==> src/rtl/masked_canright_bv8_inv_stage2_hpc1_pkg.sv <==
// Shared types and GF(2^4)/GF(2^2) helpers for the masked Canright S-box stages,
// all in Canright's normal basis: GF(4) on (W^2, W), GF(16) on (b^8, b^2) with N = W^2.
package masked_canright_bv8_inv_stage2_hpc1_pkg;

  typedef logic [3:0] bv4_t;
  typedef logic [1:0] bv2_t;

  function automatic int num_quad(input int n);
    return n * (n - 1) / 2;
  endfunction

  function automatic int num_zero_random(input int n);
    return n - 1;
  endfunction

  function automatic int stage_2_canright_hpc1_randoms(input int n);
    return 4 * (num_quad(n) + num_zero_random(n));
  endfunction

  // Index of the random word shared by the unordered share pair (i, j), i != j.
  function automatic int pair_index(input int i, input int j, input int n);
    int lo;
    int hi;
    lo = (i < j) ? i : j;
    hi = (i < j) ? j : i;
    return lo * n - lo * (lo + 1) / 2 + (hi - lo - 1);
  endfunction

  function automatic bv2_t gf4_mul(input bv2_t x, input bv2_t y);
    logic e;
    e = (x[1] ^ x[0]) & (y[1] ^ y[0]);
    return {(x[1] & y[1]) ^ e, (x[0] & y[0]) ^ e};
  endfunction

  function automatic bv2_t gf4_sq(input bv2_t x);
    return {x[0], x[1]};
  endfunction

  function automatic bv2_t gf4_scl_w(input bv2_t x);
    return {x[1] ^ x[0], x[1]};
  endfunction

  function automatic bv2_t gf4_scl_w2(input bv2_t x);
    return {x[0], x[1] ^ x[0]};
  endfunction

  function automatic bv4_t gf16_mul(input bv4_t x, input bv4_t y);
    bv2_t e;
    e = gf4_scl_w2(gf4_mul(x[3:2] ^ x[1:0], y[3:2] ^ y[1:0]));
    return {gf4_mul(x[3:2], y[3:2]) ^ e, gf4_mul(x[1:0], y[1:0]) ^ e};
  endfunction

  // Square then scale by nu = (0, W); collapses to a pure GF(2)-linear map.
  function automatic bv4_t gf16_sq_scl(input bv4_t x);
    return {gf4_sq(x[3:2] ^ x[1:0]), gf4_scl_w(gf4_sq(x[1:0]))};
  endfunction

  function automatic bv4_t canright_d(input bv4_t a1, input bv4_t a0);
    return gf16_sq_scl(a1 ^ a0) ^ gf16_mul(a1, a0);
  endfunction

endpackage

==> src/rtl/masked_canright_bv8_inv_stage2_hpc1_gadgets.sv <==
// Reused masking building blocks: HPC1 multiplier, zero-sharing generator and a
// plain synchronous-reset register.
module masked_hpc1_mul
  import masked_canright_bv8_inv_stage2_hpc1_pkg::*;
#(
  parameter int NUM_SHARES = 2
) (
  input  logic                                in_clock,
  input  logic                                in_reset,
  input  bv4_t [NUM_SHARES-1:0]               in_a,
  input  bv4_t [NUM_SHARES-1:0]               in_b,
  input  logic [4*num_quad(NUM_SHARES)-1:0]   in_p,
  output bv4_t [NUM_SHARES-1:0]               out_c
);

  bv4_t [NUM_SHARES-1:0]                 b_t1;
  bv4_t [NUM_SHARES-1:0][NUM_SHARES-1:0] term_d;
  bv4_t [NUM_SHARES-1:0][NUM_SHARES-1:0] term_t2;

  // Cross products get the pair's random word before registering, so the
  // later XOR tree never sees an unmasked cross-share product.
  always_comb begin
    term_d = '0;
    for (int i = 0; i < NUM_SHARES; i++) begin
      for (int j = 0; j < NUM_SHARES; j++) begin
        term_d[i][j] = gf16_mul(in_a[i], b_t1[j]);
        if (i != j) begin
          term_d[i][j] = term_d[i][j] ^ in_p[4*pair_index(i, j, NUM_SHARES) +: 4];
        end
      end
    end
  end

  always_ff @(posedge in_clock) begin
    if (in_reset) begin
      b_t1    <= '0;
      term_t2 <= '0;
    end else begin
      b_t1    <= in_b;
      term_t2 <= term_d;
    end
  end

  always_comb begin
    out_c = '0;
    for (int i = 0; i < NUM_SHARES; i++) begin
      for (int j = 0; j < NUM_SHARES; j++) begin
        out_c[i] = out_c[i] ^ term_t2[i][j];
      end
    end
  end

endmodule

module masked_zero
  import masked_canright_bv8_inv_stage2_hpc1_pkg::*;
#(
  parameter int NUM_SHARES = 2
) (
  input  logic [4*num_zero_random(NUM_SHARES)-1:0] in_r,
  output bv4_t [NUM_SHARES-1:0]                    out_z
);

  // Chain sharing of zero: each random word lands in two neighbouring shares.
  always_comb begin
    out_z = '0;
    for (int i = 0; i < NUM_SHARES - 1; i++) begin
      out_z[i]     = out_z[i]     ^ in_r[4*i +: 4];
      out_z[i + 1] = out_z[i + 1] ^ in_r[4*i +: 4];
    end
  end

endmodule

module register #(
  parameter int WIDTH = 1
) (
  input  logic             in_clock,
  input  logic             in_reset,
  input  logic [WIDTH-1:0] in_d,
  output logic [WIDTH-1:0] out_q
);

  always_ff @(posedge in_clock) begin
    if (in_reset) out_q <= '0;
    else          out_q <= in_d;
  end

endmodule

==> src/rtl/masked_canright_bv8_inv_stage2_hpc1_sq_scl.sv <==
// Share-wise square-and-scale; linear, so each share is mapped on its own.
module masked_gf16_sq_scl
  import masked_canright_bv8_inv_stage2_hpc1_pkg::*;
#(
  parameter int NUM_SHARES = 2
) (
  input  bv4_t [NUM_SHARES-1:0] x,
  output bv4_t [NUM_SHARES-1:0] y
);

  for (genvar i = 0; i < NUM_SHARES; i++) begin : g_share
    assign y[i] = gf16_sq_scl(x[i]);
  end

endmodule

==> src/rtl/masked_canright_bv8_inv_stage2_hpc1.sv <==
// Stage 2 of the masked Canright GF(2^8) inverter: d = sq_scl(a1^a0) ^ a1*a0, latency 2.
// Optional CANRIGHT_STAGE2_VALID_EN adds a valid shift register alongside the data.
module masked_canright_bv8_inv_stage2_hpc1
  import masked_canright_bv8_inv_stage2_hpc1_pkg::*;
#(
  parameter int NUM_SHARES = 2
) (
  input  logic                                             in_clock,
  input  logic                                             in_reset,
  input  bv4_t [1:0][NUM_SHARES-1:0]                       in_a_t0,
  input  logic [stage_2_canright_hpc1_randoms(NUM_SHARES)-1:0] in_random,
`ifdef CANRIGHT_STAGE2_VALID_EN
  input  logic                                             in_valid_t0,
  output logic                                             out_valid_t1,
  output logic                                             out_valid_t2,
`endif
  output bv4_t [1:0][NUM_SHARES-1:0]                       out_a_t1,
  output bv4_t [NUM_SHARES-1:0]                            out_d_t2
);

  localparam int P_BITS = 4 * num_quad(NUM_SHARES);
  localparam int R_BITS = 4 * num_zero_random(NUM_SHARES);

  logic [P_BITS-1:0]          p_mul;
  logic [R_BITS-1:0]          raw_r;
  bv4_t [NUM_SHARES-1:0]      zero_t0;
  bv4_t [NUM_SHARES-1:0]      a0_ref_t0;
  bv4_t [1:0][NUM_SHARES-1:0] a_t1;
  bv4_t [NUM_SHARES-1:0]      sum_t1;
  bv4_t [NUM_SHARES-1:0]      l_t1;
  bv4_t [NUM_SHARES-1:0]      l_t2;
  bv4_t [NUM_SHARES-1:0]      prod_t2;

  assign {p_mul, raw_r} = in_random;

  // a0 is refreshed before entering the gadget's internally registered b side.
  masked_zero #(.NUM_SHARES(NUM_SHARES)) u_zero (
    .in_r  (raw_r),
    .out_z (zero_t0)
  );

  assign a0_ref_t0 = in_a_t0[0] ^ zero_t0;

  register #(.WIDTH(8 * NUM_SHARES)) reg_a (
    .in_clock (in_clock),
    .in_reset (in_reset),
    .in_d     (in_a_t0),
    .out_q    (a_t1)
  );

  masked_hpc1_mul #(.NUM_SHARES(NUM_SHARES)) mul_a1a0 (
    .in_clock (in_clock),
    .in_reset (in_reset),
    .in_a     (a_t1[1]),
    .in_b     (a0_ref_t0),
    .in_p     (p_mul),
    .out_c    (prod_t2)
  );

  assign sum_t1 = a_t1[1] ^ a_t1[0];

  masked_gf16_sq_scl #(.NUM_SHARES(NUM_SHARES)) u_sq_scl (
    .x (sum_t1),
    .y (l_t1)
  );

  register #(.WIDTH(4 * NUM_SHARES)) reg_l (
    .in_clock (in_clock),
    .in_reset (in_reset),
    .in_d     (l_t1),
    .out_q    (l_t2)
  );

  assign out_a_t1 = a_t1;
  assign out_d_t2 = l_t2 ^ prod_t2;

`ifdef CANRIGHT_STAGE2_VALID_EN
  always_ff @(posedge in_clock) begin
    if (in_reset) begin
      out_valid_t1 <= 1'b0;
      out_valid_t2 <= 1'b0;
    end else begin
      out_valid_t1 <= in_valid_t0;
      out_valid_t2 <= out_valid_t1;
    end
  end
`endif

endmodule

==> config.mk <==
export PLATFORM = sky130hd
export DESIGN_NAME = masked_canright_bv8_inv_stage2_hpc1
export DESIGN_NICKNAME = d
export VERILOG_FILES = /design/src/rtl/masked_canright_bv8_inv_stage2_hpc1_pkg.sv /design/src/rtl/masked_canright_bv8_inv_stage2_hpc1_gadgets.sv /design/src/rtl/masked_canright_bv8_inv_stage2_hpc1_sq_scl.sv /design/src/rtl/masked_canright_bv8_inv_stage2_hpc1.sv
export SDC_FILE = /design/constraint.sdc
export NUM_CORES = 1
export LEC_CHECK = 0
export ABC_CLOCK_PERIOD_IN_PS = 4400
export CORE_MARGIN = 2
export CORE_UTILIZATION = 50
export CTS_CLUSTER_DIAMETER = 200
export DETAILED_ROUTE_END_ITERATION = 8
export GPL_TIMING_DRIVEN = 0
export PLACE_DENSITY = 0.77
export SLEW_MARGIN = 20
export SYNTH_ARGS = -nofsm -noshare
export SYNTH_HDL_FRONTEND = slang
export SYNTH_SLANG_ARGS = --single-unit
==> constraint.sdc <==
create_clock -name in_clock -period 4.4 [get_ports in_clock]
set_input_delay 0.44 -clock in_clock [delete_from_list [all_inputs] [get_ports in_clock]]
set_output_delay 0.44 -clock in_clock [all_outputs]
set_load 0.01 [all_outputs]
==> flow_summary.yaml <==
logic_synthesis:
  synth_top_cells_by_count: "xnor2_1, dfxtp_1, nor2_1, nor2b_1, mux2_2"
  synth-seq-cells: 48
  yosysTopAreaCell: "dfxtp_1"
  synth-simple-area-share_pct: 17.92
  yosys-mux-area-fraction_pct: 5.551
  synth_top_family_by_area: "XOR/XNOR gates"
  ys_types: 43
  syn_inst: 277
  synth_top_area_share_pct: 34.66
  synth_most_common_cell: "xnor2_1"
  synth_fa_ha_area_share_pct: 0
  synth_edf_count: 0
  synthXorXnorAreaFrac_pct: 29.65
  syn_nets: 303
  synth_compound_area_share_pct: 8.032
  synth_warnings: 0
  ys_dominant_reg_cell: "dfxtp_1"
  synthArstFlopShare_pct: 0
  syn_area_mm2: 0.002773
  synth_area_leaders: "dfxtp_1, xnor2_1, xnor3_1"
  ys_seq_area_share_pct: 34.66
  syn_area_per_cell_um2: 10.01
cells_and_area:
  seq_area_um2: 960.9
  areaGrowthSynthToFinish_pct: 24.46
  multi_input_area_mm2: 0.001695
  fin_nets: 358
  diodes: 0
  fillers: 491
  drive_gt1_share_pct: 12.91
pwr:
  total_power_w: 0.001295
  irDropWorstVdd_v: 0.0001934
  switchingPower_w: 0.0003663
  p_sw_share_pct: 28.29
  p_int_w: 0.0009284
  clock_power_share_pct: 24.0
  p_leak_nw: 1.290
  comb_power_share_pct: 36.4
  pwr-share-seq_pct: 39.6
  powerDensity_mw_per_mm2: 375.2
detailed_routing:
  topRoutingLayerUsed: "met4"
  routed-wl-met3_um: 290
  dr.pass1.iters: 5
  routedWlPerCell_um: 13.66
  viasPerCell: 4.943
  drt_iter0_drc: 82
  num_vias: 2002
  drc: 0
  ant_nets: 0
  wl_met1_mm: 2.475
  wirelength_mm: 5.531
  wl_met2_mm: 2.656
clock_network:
  cts_resized: 0
  cts_inserted_buffers: 5
  clk_pin_slew_ns: 0.09
  clk_latency_ns: 0.30
  clock_path_buffers: 2
  cts_htree_levels: 2
  cts_root_buf: "clkbuf_8"
  cts_hold_buf: 0
  cts_tree: "yes"
  post-cts-setup-buffers: 0
  cts.sinks: 48
floorplanning:
  io_pins: 50
  die_h_um: 78.47
  row_count: 27
  die_x_um: 78.47
  initial_core_util_pct: 50.98
  core_area_mm2: 0.005439
  design.die.area_mm2: 0.006157
critical_path:
  critPathMaxFanout: 1
  endpoint_kind: "primary output"
  cp_data_required_time_ns: 3.96
  cp.arrival_ns: 1.48
  criticalPathCategory: "reg -> out"
  worstSetupStartpointType: "flip-flop"
sta:
  holdWs_ns: 0.5523
  min_period_over_period_pct: 43.68
  setup_viol: 0
  tns_ns: 0
  slew_violations: 0
  slew_headroom_pct: 62.00
  max_freq_ghz: 0.5203
  final_hold_viol_count: 0
  fin_crit_ns: 1.922
  finClkSkew_ns: 0.004017
  rsz0062_at_grt: "no"
  tightest_slew_ns: 0.5700
flow_run:
  maxCapViolCount: 0
global_route:
  track_usage_pct: 19.23
  grt_max_degree: 15
  grt_pass1_vias: 1903
  grt_pass1_wl_mm: 8.976
  overflow: 0
  grt_antenna_before_repair: 0
placement:
  place.port_buffers: 48
  place_congestion: 0.8984
  dp_hpwl_mm: 4.187
status:
  status: "finished clean"
hold_path:
  hp-class: "in -> reg"
-- metal layers --
metal	track usage, %	vias to the layer above
met5	0	-
li1	-	1030
met1	23.38	901
met3	4.368	10
met4	7.544	0
met2	33.02	61
-- per-stage QoR --
stage                     std cells  util [%]  setup slack (ns)  area [um^2]
after floorplan                 277         -             2.712         2773
after global placement          397     61.47             2.572         3343
after detailed placement        397     61.47             2.499         3343
after CTS                       405     63.45             2.446         3451
after global routing            405     63.45             2.324         3451
final                           405     63.45             2.478         3451
-- layout make-up --
| class | count | area share (%) |
|---|---|---|
| plain buffers | 19 | 3.046 |
| clock buffers | 6 | 2.103 |
| clock inverters | 2 | 1.015 |
| inverters | 3 | 0.3263 |
| multi-input cells | 207 | 49.13 |
| flip-flops and latches | 48 | 27.85 |
| well taps | 72 | 2.611 |
| repair buffers | 48 | 13.92 |
-- sequential cells by signal (all words and copies together) (netlist names) --
register          count
reg_a.out_q          16
mul_a1a0.term_t2     16
reg_l.out_q           8
mul_a1a0.b_t1         8
-- power by group through the flow --
stage | clock network (W) | logic (W) | registers (W)
2_1_floorplan | 0 | 0.000315 | 0.000522
3_3_place_gp | 0 | 0.000464 | 0.000522
3_5_place_dp | 0 | 0.000469 | 0.000524
4_1_cts | 0.000317 | 0.000472 | 0.000514
5_1_grt | 0.000332 | 0.000511 | 0.000519
6_report | 0.000311 | 0.000471 | 0.000513
-- cell usage in the layout, fill, tap and decap left out, drive strengths merged --
cell type	n
or2	1
a211oi	1
or3	2
dfxtp	48
nand2b	7
nand3	3
nand2	2
nor4bb	4
a221oi	5
o211ai	2
and3b	2
mux2i	3
nor2	38
a211o	1
a21oi	3
clkinv	1
xnor2	60
a32o	1
and2	3
a21boi	1
xnor3	7
bufinv	1
nor2b	23
nor3b	2
mux2	11
nand4	1
o21a	1
inv	3
xor2	6
a311oi	1
clkdlybuf4s50	48
buf	15
nor3	1
a31o	1
o21ai	6
clkbuf	10
a22oi	8
-- kinds of logic after synthesis --
| family | count (synthesis) |
|---|---|
| DFF | 48 |
| muxes | 14 |
| AOI/OAI and AO/OA | 31 |
| buffers and inverters | 22 |
| xor gates and xnor gates | 73 |
| and+or+nand+nor | 89 |
-- critical path, stage by stage, from the launching register on --
cell             delay [ns]
dfxtp_1                0.32
xnor2_1                0.18
xnor2_1                0.13
clkdlybuf4s50_1        0.54
-- final timing paths --
kind,slack [ns],end,cells past startpoint,from
max reg2reg,2.48,mul_a1a0.term_t2[2],5,reg_a.out_q[11]
max,2.48,out_d_t2[2],3,mul_a1a0.term_t2[2]
min,0.55,reg_a.out_q[15],2,in_reset
min reg2reg,0.64,reg_l.out_q[7],3,reg_a.out_q[6]
Power figures use the tool's default switching activity.
